===== src/rtl/fft_pkg.sv =====
// Shared fixed-point definitions for the butterfly datapaths: Q1.15 complex words and scaling helpers.
// Optional macro IBFU_ROUND_EN selects round-half-up in half_add (truncation otherwise).
package fft_pkg;

    localparam int CX_W   = 32;
    localparam int HALF_W = 16;
    localparam int FRAC_W = 15;

    localparam logic [HALF_W-1:0] Q15_MAX = 16'h7FFF;
    localparam logic [HALF_W-1:0] Q15_MIN = 16'h8000;

    typedef struct packed {
        logic signed [HALF_W-1:0] im;
        logic signed [HALF_W-1:0] re;
    } cx_t;

    // Picks bits [30:15] of a 33-bit product sum, clamping to Q1.15 when sat_en is set.
    function automatic logic [HALF_W-1:0] sat16(input logic signed [32:0] v, input logic sat_en);
        logic [HALF_W-1:0] r;
        logic              ovf;
        ovf = (v[32:30] != 3'b000) && (v[32:30] != 3'b111);
        if (sat_en && ovf) begin
            if (v[32]) begin
                r = Q15_MIN;
            end else begin
                r = Q15_MAX;
            end
        end else begin
            r = v[30:15];
        end
        return r;
    endfunction

    // Half of (a +/- b) in 17-bit precision; the >>>1 keeps the result inside 16 bits.
    function automatic logic [HALF_W-1:0] half_add(input logic signed [HALF_W-1:0] a,
                                                   input logic signed [HALF_W-1:0] b,
                                                   input logic                     sub);
        logic signed [HALF_W:0] t;
        if (sub) begin
            t = {a[HALF_W-1], a} - {b[HALF_W-1], b};
        end else begin
            t = {a[HALF_W-1], a} + {b[HALF_W-1], b};
        end
`ifdef IBFU_ROUND_EN
        t = t + 17'sd1;
`else
        t = t + 17'sd0;
`endif
        return t[HALF_W:1];
    endfunction

endpackage


===== src/rtl/ibfu_pipe_if.sv =====
// Handshake and data bundle of the inverse butterfly: input pair + twiddle, recovered output pair.
interface ibfu_pipe_if;

    logic                     in_valid;
    logic                     in_ready;
    logic [fft_pkg::CX_W-1:0] in_x;
    logic [fft_pkg::CX_W-1:0] in_y;
    logic [fft_pkg::CX_W-1:0] twiddle_factor;
    logic                     out_valid;
    logic                     out_ready;
    logic [fft_pkg::CX_W-1:0] out_a;
    logic [fft_pkg::CX_W-1:0] out_b;

    modport master (
        output in_valid, in_x, in_y, twiddle_factor, out_ready,
        input  in_ready, out_valid, out_a, out_b
    );

    modport slave (
        input  in_valid, in_x, in_y, twiddle_factor, out_ready,
        output in_ready, out_valid, out_a, out_b
    );

endinterface


===== src/rtl/cx_conj_multiplier.sv =====
// Three-stage d * conj(w) multiplier (products, sums, scale/saturate) with per-stage load enables.
// Optional macro IBFU_ROUND_EN adds 2^14 before the final bit select.
module cx_conj_multiplier
    import fft_pkg::*;
#(
    parameter bit SAT = 1'b1
) (
    input  logic       clk,
    input  logic       clear_n,
    input  logic [2:0] ld,
    input  logic       vin,
    input  cx_t        d,
    input  cx_t        w,
    output logic [2:0] vout,
    output cx_t        prod
);

`ifdef IBFU_ROUND_EN
    localparam logic signed [32:0] RND_S4 = 33'sd16384;
`else
    localparam logic signed [32:0] RND_S4 = 33'sd0;
`endif

    logic               v2_r, v3_r, v4_r;
    logic signed [31:0] pr1_s, pr2_s, pr3_s, pr4_s;
    logic signed [31:0] pr1_r, pr2_r, pr3_r, pr4_r;
    logic signed [32:0] re_s, im_s;
    logic signed [32:0] re3_r, im3_r;
    cx_t                res_s;

    // Stage-local arithmetic: products from the inputs, sums from S2, scaled result from S3.
    always_comb begin
        pr1_s = d.re * w.re;
        pr2_s = d.im * w.im;
        pr3_s = d.im * w.re;
        pr4_s = d.re * w.im;
        re_s  = $signed({pr1_r[31], pr1_r}) + $signed({pr2_r[31], pr2_r});
        im_s  = $signed({pr3_r[31], pr3_r}) - $signed({pr4_r[31], pr4_r});
        res_s.re = sat16(re3_r + RND_S4, SAT);
        res_s.im = sat16(im3_r + RND_S4, SAT);
    end

    // S2: partial products of d and conj(w).
    always_ff @(posedge clk or negedge clear_n) begin
        if (!clear_n) begin
            v2_r  <= 1'b0;
            pr1_r <= '0;
            pr2_r <= '0;
            pr3_r <= '0;
            pr4_r <= '0;
        end else if (ld[0]) begin
            v2_r <= vin;
            if (vin) begin
                pr1_r <= pr1_s;
                pr2_r <= pr2_s;
                pr3_r <= pr3_s;
                pr4_r <= pr4_s;
            end
        end
    end

    // S3: full-precision real/imag sums.
    always_ff @(posedge clk or negedge clear_n) begin
        if (!clear_n) begin
            v3_r  <= 1'b0;
            re3_r <= '0;
            im3_r <= '0;
        end else if (ld[1]) begin
            v3_r <= v2_r;
            if (v2_r) begin
                re3_r <= re_s;
                im3_r <= im_s;
            end
        end
    end

    // S4: Q1.15 result register, doubles as the block's output register.
    always_ff @(posedge clk or negedge clear_n) begin
        if (!clear_n) begin
            v4_r <= 1'b0;
            prod <= '0;
        end else if (ld[2]) begin
            v4_r <= v3_r;
            if (v3_r) begin
                prod <= res_s;
            end
        end
    end

    assign vout = {v4_r, v3_r, v2_r};

endmodule


===== src/rtl/ibfu_pipe.sv =====
// Inverse radix-2 butterfly: a = (x+y)/2, b = ((x-y)/2)*conj(w), 4-stage valid/ready pipeline.
// Optional macro IBFU_ROUND_EN enables round-half-up at both scaling points.
module ibfu_pipe
    import fft_pkg::*;
#(
    parameter int LATENCY = 4,
    parameter bit SAT     = 1'b1
) (
    input  logic          clk,
    input  logic          clear_n,
    ibfu_pipe_if.slave    bus
);

    if (LATENCY != 4) begin : g_bad_latency
        $error("ibfu_pipe: LATENCY must be 4");
    end

    logic       v1_r;
    cx_t        s1_r, d1_r, w1_r;
    cx_t        s2_r, s3_r, s4_r;
    cx_t        x_s, y_s, s_s, d_s;
    cx_t        prod_s;
    logic [2:0] mvalid_s;
    logic [3:0] load_s;

    // Stage k loads when empty or when the stage after it loads, so bubbles collapse.
    always_comb begin
        load_s[3] = !mvalid_s[2] || bus.out_ready;
        load_s[2] = !mvalid_s[1] || load_s[3];
        load_s[1] = !mvalid_s[0] || load_s[2];
        load_s[0] = !v1_r || load_s[1];
    end

    // S1 half-sum/half-difference of the incoming pair.
    always_comb begin
        x_s  = cx_t'(bus.in_x);
        y_s  = cx_t'(bus.in_y);
        s_s.re = half_add(x_s.re, y_s.re, 1'b0);
        s_s.im = half_add(x_s.im, y_s.im, 1'b0);
        d_s.re = half_add(x_s.re, y_s.re, 1'b1);
        d_s.im = half_add(x_s.im, y_s.im, 1'b1);
    end

    // S1 register: s, d and the twiddle captured on an input transfer.
    always_ff @(posedge clk or negedge clear_n) begin
        if (!clear_n) begin
            v1_r <= 1'b0;
            s1_r <= '0;
            d1_r <= '0;
            w1_r <= '0;
        end else if (load_s[0]) begin
            v1_r <= bus.in_valid;
            if (bus.in_valid) begin
                s1_r <= s_s;
                d1_r <= d_s;
                w1_r <= cx_t'(bus.twiddle_factor);
            end
        end
    end

    // s rides alongside the multiplier stages with identical load conditions.
    always_ff @(posedge clk or negedge clear_n) begin
        if (!clear_n) begin
            s2_r <= '0;
            s3_r <= '0;
            s4_r <= '0;
        end else begin
            if (load_s[1] && v1_r) begin
                s2_r <= s1_r;
            end
            if (load_s[2] && mvalid_s[0]) begin
                s3_r <= s2_r;
            end
            if (load_s[3] && mvalid_s[1]) begin
                s4_r <= s3_r;
            end
        end
    end

    cx_conj_multiplier #(
        .SAT (SAT)
    ) u_mult (
        .clk     (clk),
        .clear_n (clear_n),
        .ld      (load_s[3:1]),
        .vin     (v1_r),
        .d       (d1_r),
        .w       (w1_r),
        .vout    (mvalid_s),
        .prod    (prod_s)
    );

    assign bus.in_ready  = load_s[0];
    assign bus.out_valid = mvalid_s[2];
    assign bus.out_a     = s4_r;
    assign bus.out_b     = prod_s;

endmodule

===== src/flat_wrapper.sv =====
// flat-port wrapper written by rule: the top's interface ports become plain ports
module ibfu_pipe_flat import fft_pkg::*;
#(
    parameter int LATENCY = 4,
    parameter bit SAT     = 1'b1
)
  (clk, clear_n, bus_in_valid, bus_in_x, bus_in_y, bus_twiddle_factor, bus_out_ready, bus_in_ready, bus_out_valid, bus_out_a, bus_out_b);
  ibfu_pipe_if bus_i ();
  input  logic clk;
  input  logic clear_n;
  input wire logic [$bits(bus_i.in_valid)-1:0] bus_in_valid;
  input wire logic [$bits(bus_i.in_x)-1:0] bus_in_x;
  input wire logic [$bits(bus_i.in_y)-1:0] bus_in_y;
  input wire logic [$bits(bus_i.twiddle_factor)-1:0] bus_twiddle_factor;
  input wire logic [$bits(bus_i.out_ready)-1:0] bus_out_ready;
  output wire logic [$bits(bus_i.in_ready)-1:0] bus_in_ready;
  output wire logic [$bits(bus_i.out_valid)-1:0] bus_out_valid;
  output wire logic [$bits(bus_i.out_a)-1:0] bus_out_a;
  output wire logic [$bits(bus_i.out_b)-1:0] bus_out_b;
  assign bus_i.in_valid = bus_in_valid;
  assign bus_i.in_x = bus_in_x;
  assign bus_i.in_y = bus_in_y;
  assign bus_i.twiddle_factor = bus_twiddle_factor;
  assign bus_i.out_ready = bus_out_ready;
  assign bus_in_ready = bus_i.in_ready;
  assign bus_out_valid = bus_i.out_valid;
  assign bus_out_a = bus_i.out_a;
  assign bus_out_b = bus_i.out_b;
  ibfu_pipe #(.LATENCY(LATENCY), .SAT(SAT)) u_core (.clk(clk), .clear_n(clear_n), .bus(bus_i));
endmodule

===== config.mk =====
export PLATFORM = sky130hd
export DESIGN_NAME = ibfu_pipe_flat
export DESIGN_NICKNAME = d
export VERILOG_FILES = /design/src/rtl/fft_pkg.sv /design/src/rtl/ibfu_pipe_if.sv /design/src/rtl/cx_conj_multiplier.sv /design/src/rtl/ibfu_pipe.sv /design/src/flat_wrapper.sv
export SDC_FILE = /design/constraint.sdc
export NUM_CORES = 2
export LEC_CHECK = 0
export BUFFER_PORTS_ARGS = -buffer_cell sky130_fd_sc_hd__buf_2
export CORE_ASPECT_RATIO = 0.6
export CORE_MARGIN = 5
export CORE_UTILIZATION = 60
export DETAILED_ROUTE_END_ITERATION = 12
export PLACE_DENSITY = 0.86
export SYNTH_ARGS = -nofsm -noshare
export SYNTH_HDL_FRONTEND = slang
export SYNTH_HIERARCHICAL = 1
export SYNTH_SLANG_ARGS = --single-unit
export TNS_END_PERCENT = 20

===== constraint.sdc =====
create_clock -name clk -period 18.3 [get_ports clk]
set_clock_uncertainty 0.05 [all_clocks]
set_input_delay 3.66 -clock clk [delete_from_list [all_inputs] [get_ports clk]]
set_output_delay 3.66 -clock clk [all_outputs]
set_load 0.01 [all_outputs]

==> summary.txt <==
Run status
  • Outcome: completed

Timing
  • FMAX: 123.4 MHz
  • WHS: 0.4126 ns
  • Max_slew headroom: 0.05431
  • Final Critical Period: 8.103 ns
  • Setup TNS: 0 ns
  • Final hold vios: 0
  • Unrepaired setup endpoints after global routing: no
  • Slew Limit Fails: 0
  • Crit share post-route: 0.4428
  • Slew @ Worst Pin: 1.419 ns
  • Final setup violation count: 0

Floorplanning
  • Full die area: 0.1068 sq mm
  • I/O pins: 166
  • Die Width: 418.6 um
  • Die height: 255.2 um
  • Core footprint: 0.09888 sq mm
  • Initial core utilization: 0.6078
  • Number of core rows: 89

Worst setup path
  • Setup CP Type: input pin to output port
  • R2R Path End: u_core/u_mult/pr1_r[30]
  • Worst Setup End Kind: output port
  • R2r setup slk: 10.43 ns
  • Reg2reg path depth: 21
  • Largest fanout on the critical path: 4
  • Worst Setup SP: bus_out_ready
  • Worst Setup Start Kind: input pin
  • Crit path required time: 14.59 ns
  • Worst EP arrival: 4.39 ns
  • Crit path capture: bus_in_ready
  • Critical R2R Launch: u_core/w1_r[5]

Detailed routing
  • Pre-antenna DRT Iters: 10
  • Vias: 46380
  • ANT nets after route: 0
  • DRT Wirelength: 165.2 mm
  • Vias/cell: 5.856
  • WL/cell: 20.86 um
  • Drt initial violations: 4823
  • Drt drc: 0

Synth
  • Register bit count reported by yosys: 392
  • Post-Synth Simple-Gate Area: 0.1538
  • Synth top area cells: fa_1, dfrtp_1, ha_1, inv_1, nand2_1
  • Adder-Cell Fraction of Synth Area: 0.4441
  • Mux share of post-synthesis cell area: 0.02011
  • Yosys top cell area share: 0.3504
  • Register area share after synthesis: 0.1632
  • Syn Nets: 8207
  • Cell variety after synth: 95
  • Post-synthesis cell area: 0.06010 sq mm
  • Yosys warns: 6
  • XOR/XNOR share of the synthesized area: 0.02973
  • Largest family of logic cells by synthesized area: adder cells
  • Syn Area/Cell: 9.099 sq um
  • Prevailing post-synth register cell: dfrtp_1
  • Post-synthesis instance total: 6605
  • Post-synth EDFFs: 0
  • Yosys top cell by area: fa_1
  • Post-synthesis async set-or-reset flop share: 1.000
  • Compound-Gate Fraction of Synth Area: 0.08667

Clocking
  • Root Driver: clkbuf_16
  • Number of setup buffers added after CTS: 0
  • Worst-Skew Late Latency: 0.62 ns
  • Cts bufs inserted: 42
  • CTS tree: done
  • Clock Sinks: 392
  • H-Tree Depth: 2
  • Hold buffer count at CTS: 0
  • Clk pin slew, worst setup/hold paths: 0.06 ns
  • Post-CTS resize count: 0
  • Clock Path Buffers: 3

Min path
  • Hold Crit Class: register to register
  • Hold path start: u_core/u_mult/pr3_r[0]

Final layout
  • Multi-input logic area: 0.04418 sq mm
  • Register area: 0.009828 sq mm
  • Layout cells sized above 1: 0.07172
  • Layout area overhead: 5.303%
  • Fillers: 7731
  • Layout Nets: 8165

Placement
  • Port bufs: 165
  • Gpl congestion: 0.9824
  • DP Wirelength: 124.7 mm

GRT
  • Global-route wire length before repair: 264.9 mm
  • Total GRT Usage: 0.3148
  • Largest net degree at the start of global routing: 103
  • Initial antenna violation count: 9
  • Vias in the first global route: 48300
  • GRT overflow: 0

Run
  • Max-cap violations: 0
[Yosys cell counts, types with 10 or more instances]
master,number
a31oi_1,25
inv_1,1295
o21a_1,15
nor2b_1,16
a21oi_1,172
xor2_1,64
clkbuf_1,269
or3_1,10
and3_1,20
nand2b_1,37
o21ai_1,30
nand4_1,25
fa_1,1052
nand3_1,54
o211ai_1,21
nor3_1,38
o21ai_0,300
ha_1,450
a21o_1,67
and2_1,509
a211oi_1,35
dfrtp_1,392
o31ai_1,13
nor2_1,205
xnor2_1,140
o21bai_1,30
buf_1,10
nand2_1,981
nor4_1,10
mux2_2,101
buf_2,33
nor3b_1,13
a211o_1,14
[per-layer routing]
| metal | vias up | share of wire | global-route usage |
|---|---|---|---|
| met2 | 2731 | 0.42 | 0.4576 |
| met3 | 352 | 0.14 | 0.1105 |
| li1 | 20150 | - | - |
| met1 | 23140 | 0.41 | 0.4496 |
| met5 | - | 0.00051 | 0 |
| met4 | 8 | 0.034 | 0.09283 |
[critical path, cell delays in order]
cell and delay, ns:
buf_2 0.10, and3b_1 0.33, nand3_1 0.13, buf_2 0.17
[cell usage in the layout, fill, tap and decap left out, drive strengths merged, types with 140 or more instances in the layout]
cell      n
a21oi   176
and2    509
buf     234
dfrtp   392
fa     1052
ha      450
inv    1299
nand2   983
nor2    205
o21ai   332
xnor2   140
[area by class of cell]
cell class                 count  share of cell area
antenna                        6           0.0002373
clock buffer                  56             0.01807
clock inverter                20            0.003875
inverter                    1298             0.07699
multi-input combinational   4595              0.6981
sequential                   392              0.1553
tap                         1319             0.02608
timing repair buffer         234             0.02139
[worst min-delay path by stage]
stage / to / slack, ns / cells past startpoint
3_5_place_dp: u_core/u_mult/pr3_r[0] / 0.40 / 2
3_3_place_gp: u_core/u_mult/pr3_r[0] / 0.39 / 2
5_1_grt: u_core/s1_r[28] / 0.44 / 2
4_1_cts: u_core/u_mult/pr3_r[0] / 0.41 / 2
2_1_floorplan: u_core/u_mult/pr3_r[0] / 0.38 / 2
6_report: u_core/u_mult/pr3_r[0] / 0.41 / 2
[cells by family after synthesis]
group                    after synthesis
XOR/XNOR                             204
flip-flops                           392
buffers and inverters               1618
AND/OR/NAND/NOR                     1955
adder cells (fa/ha/maj)             1502
AO/OA/AOI/OAI                        826
multiplexers                         108
[through the flow]
stage | std cells | utilization | setup WS (ns) | area (sq um)
detailed placement | 7838 | 0.6258 | 10.20 | 61880
global route | 7917 | 0.6399 | 10.14 | 63280
floorplan | 6605 | - | 10.52 | 60100
global placement | 7838 | 0.6258 | 10.21 | 61880
CTS | 7914 | 0.6398 | 10.19 | 63270
finish | 7920 | 0.6400 | 10.20 | 63280
Power is not shown: default switching activity piles up to over one toggle a cycle in this logic, so the estimate is an artifact.
